File: src/rtl/quad_encoder_gen_pkg.sv
// Shared types and constants for the quadrature encoder generator.
// Phase table is common with the quadrature decoder.
package quad_pkg;

   localparam int COORD_WIDTH = 10;

   typedef enum logic [1:0] {
      IDLE,
      MOVE,
      DONE
   } state_t;

   // AB pattern for position[1:0]; A leads B when counting up
   localparam logic [1:0] QUAD_AB [4] = '{
      2'b00, 2'b10, 2'b11, 2'b01
   };

endpackage

File: src/rtl/quad_encoder_gen_if.sv
// Command handshake bundle for the encoder generator.
// Master issues a target coordinate, slave accepts it.
interface quad_encoder_gen_if
   import quad_pkg::*;
#(
   parameter int WIDTH = COORD_WIDTH
);

   logic             cmd_valid;
   logic             cmd_ready;
   logic [WIDTH-1:0] cmd_target;

   modport master (
      output cmd_valid,
      output cmd_target,
      input  cmd_ready
   );

   modport slave (
      input  cmd_valid,
      input  cmd_target,
      output cmd_ready
   );

endinterface

File: src/rtl/quad_step_timer.sv
// Reloadable down-counter pacing quarter-steps.
// tick fires when enabled and the count has reached zero.
module quad_step_timer #(
   parameter int PERIOD_CYCLES = 2
) (
   input  logic clock,
   input  logic a_reset,
   input  logic load,
   input  logic en,
   output logic tick
);

   localparam int TW =
      (PERIOD_CYCLES > 1) ? $clog2(PERIOD_CYCLES) : 1;
   localparam logic [TW-1:0] RELOAD = TW'(PERIOD_CYCLES - 1);

   logic [TW-1:0] count;

   assign tick = en && (count == '0);

   // Load on command accept, reload after each tick, else count down
   always_ff @(posedge clock) begin
      if (!a_reset) begin
         count <= '0;
      end else if (load) begin
         count <= RELOAD;
      end else if (en) begin
         if (count == '0) begin
            count <= RELOAD;
         end else begin
            count <= count - TW'(1);
         end
      end
   end

endmodule

File: src/rtl/quad_encoder_gen.sv
// Quadrature encoder generator: walks position toward a
// commanded target one quarter-step per period, driving A/B.
module quad_encoder_gen
   import quad_pkg::*;
#(
   parameter int WIDTH         = COORD_WIDTH,
   parameter int PERIOD_CYCLES = 2
) (
   input  logic             clock,
   input  logic             a_reset,
   quad_encoder_gen_if.slave cmd,
   output logic             encoder_a,
   output logic             encoder_b,
   output logic [WIDTH-1:0] position,
   output logic             busy,
   output logic             done
);

   state_t           state;
   state_t           state_n;
   logic [WIDTH-1:0] target;
   logic [WIDTH-1:0] pos_n;
   logic [WIDTH-1:0] stepped;
   logic             up;
   logic             ready;
   logic             accept;
   logic             load;
   logic             tick;

   assign cmd.cmd_ready = ready;
   assign accept  = cmd.cmd_valid && ready;
   assign load    = accept && (cmd.cmd_target != position);
   assign stepped = up ? position + WIDTH'(1)
                       : position - WIDTH'(1);

   quad_step_timer #(
      .PERIOD_CYCLES(PERIOD_CYCLES)
   ) u_timer (
      .clock  (clock),
      .a_reset(a_reset),
      .load   (load),
      .en     (state == MOVE),
      .tick   (tick)
   );

   // Next state and next position
   always_comb begin
      state_n = state;
      pos_n   = position;
      unique case (state)
         IDLE: begin
            if (accept) begin
               state_n = load ? MOVE : DONE;
            end
         end
         MOVE: begin
            if (tick) begin
               pos_n = stepped;
               if (stepped == target) begin
                  state_n = DONE;
               end
            end
         end
         DONE: begin
            state_n = IDLE;
         end
         default: begin
            state_n = IDLE;
         end
      endcase
   end

   // State, position and registered outputs
   always_ff @(posedge clock) begin
      if (!a_reset) begin
         state     <= IDLE;
         position  <= '0;
         encoder_a <= 1'b0;
         encoder_b <= 1'b0;
         busy      <= 1'b0;
         done      <= 1'b0;
         ready     <= 1'b0;
      end else begin
         state    <= state_n;
         position <= pos_n;
         {encoder_a, encoder_b} <= QUAD_AB[pos_n[1:0]];
         busy     <= (state_n != IDLE);
         done     <= (state_n == DONE);
         ready    <= (state_n == IDLE);
      end
   end

   // Target and direction captured on accept
   always_ff @(posedge clock) begin
      if (!a_reset) begin
         target <= '0;
         up     <= 1'b0;
      end else if (accept) begin
         target <= cmd.cmd_target;
         up     <= (cmd.cmd_target > position);
      end
   end

endmodule
File: src/flat_wrapper.sv
// flat-port wrapper written by rule: the top's interface ports become plain ports
module quad_encoder_gen_flat import quad_pkg::*;
#(
   parameter int WIDTH         = COORD_WIDTH,
   parameter int PERIOD_CYCLES = 2
)
  (clock, a_reset, encoder_a, encoder_b, position, busy, done, cmd_cmd_valid, cmd_cmd_target, cmd_cmd_ready);
  quad_encoder_gen_if #(.WIDTH(WIDTH)) cmd_i ();
  input  logic clock;
  input  logic a_reset;
  output logic encoder_a;
  output logic encoder_b;
  output logic [WIDTH-1:0] position;
  output logic busy;
  output logic done;
  input wire logic [$bits(cmd_i.cmd_valid)-1:0] cmd_cmd_valid;
  input wire logic [$bits(cmd_i.cmd_target)-1:0] cmd_cmd_target;
  output wire logic [$bits(cmd_i.cmd_ready)-1:0] cmd_cmd_ready;
  assign cmd_i.cmd_valid = cmd_cmd_valid;
  assign cmd_i.cmd_target = cmd_cmd_target;
  assign cmd_cmd_ready = cmd_i.cmd_ready;
  quad_encoder_gen #(.WIDTH(WIDTH), .PERIOD_CYCLES(PERIOD_CYCLES)) u_core (.clock(clock), .a_reset(a_reset), .cmd(cmd_i), .encoder_a(encoder_a), .encoder_b(encoder_b), .position(position), .busy(busy), .done(done));
endmodule
File: config.mk
export PLATFORM = sky130hd
export DESIGN_NAME = quad_encoder_gen_flat
export DESIGN_NICKNAME = d
export VERILOG_FILES = /design/src/rtl/quad_encoder_gen_pkg.sv /design/src/rtl/quad_encoder_gen_if.sv /design/src/rtl/quad_step_timer.sv /design/src/rtl/quad_encoder_gen.sv /design/src/flat_wrapper.sv
export SDC_FILE = /design/constraint.sdc
export NUM_CORES = 1
export LEC_CHECK = 0
export CAP_MARGIN = 30
export CORE_MARGIN = 2
export CORE_UTILIZATION = 50
export CTS_CLUSTER_DIAMETER = 200
export DETAILED_ROUTE_END_ITERATION = 8
export PLACE_DENSITY = 0.83
export SLEW_MARGIN = 20
export SYNTH_ARGS = -nofsm -noshare
export SYNTH_HDL_FRONTEND = slang
export SYNTH_SLANG_ARGS = --single-unit
File: constraint.sdc
create_clock -name clock -period 4.89 [get_ports clock]
set_input_delay 0.7335 -clock clock [delete_from_list [all_inputs] [get_ports clock]]
set_output_delay 0.7335 -clock clock [all_outputs]
set_load 0.02 [all_outputs]
==> reports/qor.csv <==
metric,value,unit
outcome,finished clean,
fin_crit_sh,57.7,%
cap_violations,0,
drt_first_iter_violations,65,
core_area,0.00369,mm^2
p_per_area,350,mW/mm^2
grt_pass1_vias,1633,
hold_start,u_core.target[4],
synth_cell_type_count,47,
finalSetupViolCount,0,
cts_sinks,28,
cp_num_buf_inv,1,
hold_path.class,reg2reg,
synth.most_common_cell,nand2_1,
cpLargestDelayFamily,compound AO/OA/AOI/OAI gates,
n_fill_cell,333,
viasPerCell,5.65,
n_antenna_cell,0,
cts_buffers,3,
rows,22,
initial_core_util,52.1,%
power.leakage,0.900,nW
avgSynthCellArea,8.22,um^2
critPathLaunchType,flip-flop,
syn_area,0.00192,mm^2
p_int,0.514,mW
ir_drop,0.000228,V
synth-simple-area-share,18.2,%
fmax,355,MHz
required,5.04,ns
yosys_warnings,0,
cts_resized,0,
nNetsFinal,287,
crit_fanout,8,
route.detailed.drc,0,
postCtsSetupRepairBufs,0,
final_antenna_net_count,0,
slowest_stage,dfxtp_1,
grt_max_degree,24,
root_buffer,clkbuf_8,
die_y,66.0,um
yosysTopAreaCell,dfxtp_1,
syn_nets,266,
synth_xor_area_share,9.89,%
slew_headroom,50.0,%
max_stage_delay,0.46,ns
synth.area.top_cells,"dfxtp_1 (29%), ha_1 (12%), a21oi_1 (7.0%)",
insertion_delay,0.28,ns
die_area,0.00436,mm^2
grt_util_all_layers,23.2,%
synthMuxAreaShare,0,%
tightest_slew,0.749,ns
finalHoldViolCount,0,
p_seq_share,33.0,%
pwr-share-clk,23.5,%
area_delta_synth_final,18.5,%
crit_type,reg2reg,
clk_pin_slew,0.10,ns
synth.top_cell.area_share,29.1,%
synth-compound-area-share,24.5,%
crit_chain,inv_1 -> ha_1 -> o21ai_1 -> o21ai_2 -> a311oi_4 -> xnor3_1 -> nor4_4 -> a41oi_1,
cts_hold_buf,0,
drt_first_pass_iters,5,
end_kind,flip-flop,
min_period,2.82,ns
p_comb_share,43.5,%
die_x,66.0,um
synth_ff_type,dfxtp_1,
cp.arrival,2.97,ns
slew_violations,0,
design_power_total,0.798,mW
htree_num_levels,1,
syn_inst,234,
setup_tns,0,ns
ys_ff_latch,28,
startpoint,u_core.up,
num_vias,1707,
fin_skew,0.00135,ns
portBuffers,27,
place.gp.congestion,0.931,
wl_per_cell,15.2,um
routed_wl,4600,um
async_reset_ff_share,0,%
synth_top_family_by_area,compound AO/OA/AOI/OAI gates,
yosysSeqAreaShare,29.1,%
r2r_start,u_core.up,
synth_common_cells,"nand2_1 (36), dfxtp_1 (28), a21oi_1 (27)",
pin_count,28,
antenna_found_initial,0,
dpl.hpwl,3430,um
grt_pass1_wl,7720,um
netSwitchingFraction,35.6,%
rsz0062_at_grt,no,
grt_overflow,0,
synth_edf_count,0,
drive_above_1_share,4.33,%
clockBufferDepth,2,
cts_tree,built,
p_sw,0.284,mW
synth_fa_ha_area_share,12.8,%
## cell usage in the layout (no fill, tap or decap), drive strengths merged, types with 2 or more instances in the layout
cell type | netlist | final
a211oi | 3 | 3
a21o | 4 | 4
a21oi | 28 | 28
a41o | 2 | 2
and3 | 3 | 3
clkbuf | 10 | 3
clkdlybuf4s50 | 0 | 27
dfxtp | 28 | 28
ha | 18 | 18
inv | 15 | 15
nand2 | 36 | 36
nand3 | 4 | 4
nand4 | 2 | 2
nor2 | 15 | 15
nor2b | 2 | 2
nor3 | 4 | 4
nor4 | 2 | 2
o211ai | 2 | 2
o21a | 5 | 5
o21ai | 10 | 10
o21bai | 3 | 3
o22ai | 2 | 2
or3 | 3 | 3
xnor2 | 10 | 10
xnor3 | 3 | 3
xor2 | 4 | 4
## flip-flops by register name, summed over array words and instances, names as in the netlist
register	cells
u_core.busy	1
u_core.cmd.cmd_ready	1
u_core.done	1
u_core.encoder_a	1
u_core.position	10
u_core.state	2
u_core.target	10
u_core.u_timer.count	1
u_core.up	1
## worst paths after layout
check,cells past startpoint,slack (ns),endpoint
min,2,0.47,u_core.target[4]
max,8,2.07,u_core.state[0]
min reg2reg,2,0.47,u_core.target[4]
max reg2reg,8,2.07,u_core.state[0]
## layer usage
layer	GRT usage, %	up-vias	wire length [um]
met5	0	-	0
met4	9.18	0	118
met3	2.90	12	138
met2	38.3	40	2190
met1	30.7	791	2160
li1	-	864	-
## power groups by stage
stage / sequential, mW / clock [mW] / combinational, mW
CTS: 0.263 / 0.189 / 0.343
detailed placement: 0.268 / 0 / 0.339
finish: 0.263 / 0.188 / 0.347
global placement: 0.267 / 0 / 0.333
global route: 0.265 / 0.196 / 0.379
floorplan: 0.276 / 0 / 0.248
## stage by stage
step	hold WS, ns	area (um^2)	std cells	utilization [%]	setup slack (ns)
after floorplan	0.437	1920	234	-	2.26
after global placement	0.447	2210	298	59.9	2.20
after detailed placement	0.457	2210	298	59.9	2.10
after CTS	0.471	2280	302	61.8	2.08
after global routing	0.491	2280	302	61.8	1.89
final	0.468	2280	302	61.8	2.07
## layout make-up
class | instances | area (um^2) | share of cell area, %
clock buffers | 3 | 41.3 | 1.81
clock inverters | 1 | 30.0 | 1.32
inverters | 16 | 60.1 | 2.63
multi-input cells | 179 | 1260 | 55.2
flip-flops and latches | 28 | 561 | 24.6
well taps | 48 | 60.1 | 2.63
repair buffers | 27 | 270 | 11.9
## worst register-to-register path, cell delays in order, from the launching register on
cell      delay, ns
dfxtp_1        0.46
inv_1          0.21
ha_1           0.39
o21ai_1        0.31
o21ai_2        0.12
a311oi_4       0.33
xnor3_1        0.41
nor4_4         0.32
a41oi_1        0.15
## cell families (layout without fill, tap and decap cells)
family | count (synthesis) | after routing
AOI/OAI and AO/OA | 68 | 68
adders and majority gates | 19 | 19
xor gates and xnor gates | 17 | 17
DFF | 28 | 28
and+or+nand+nor | 75 | 75
buffers and inverters | 27 | 47
No activity file was read; power rests on OpenSTA's default activity.
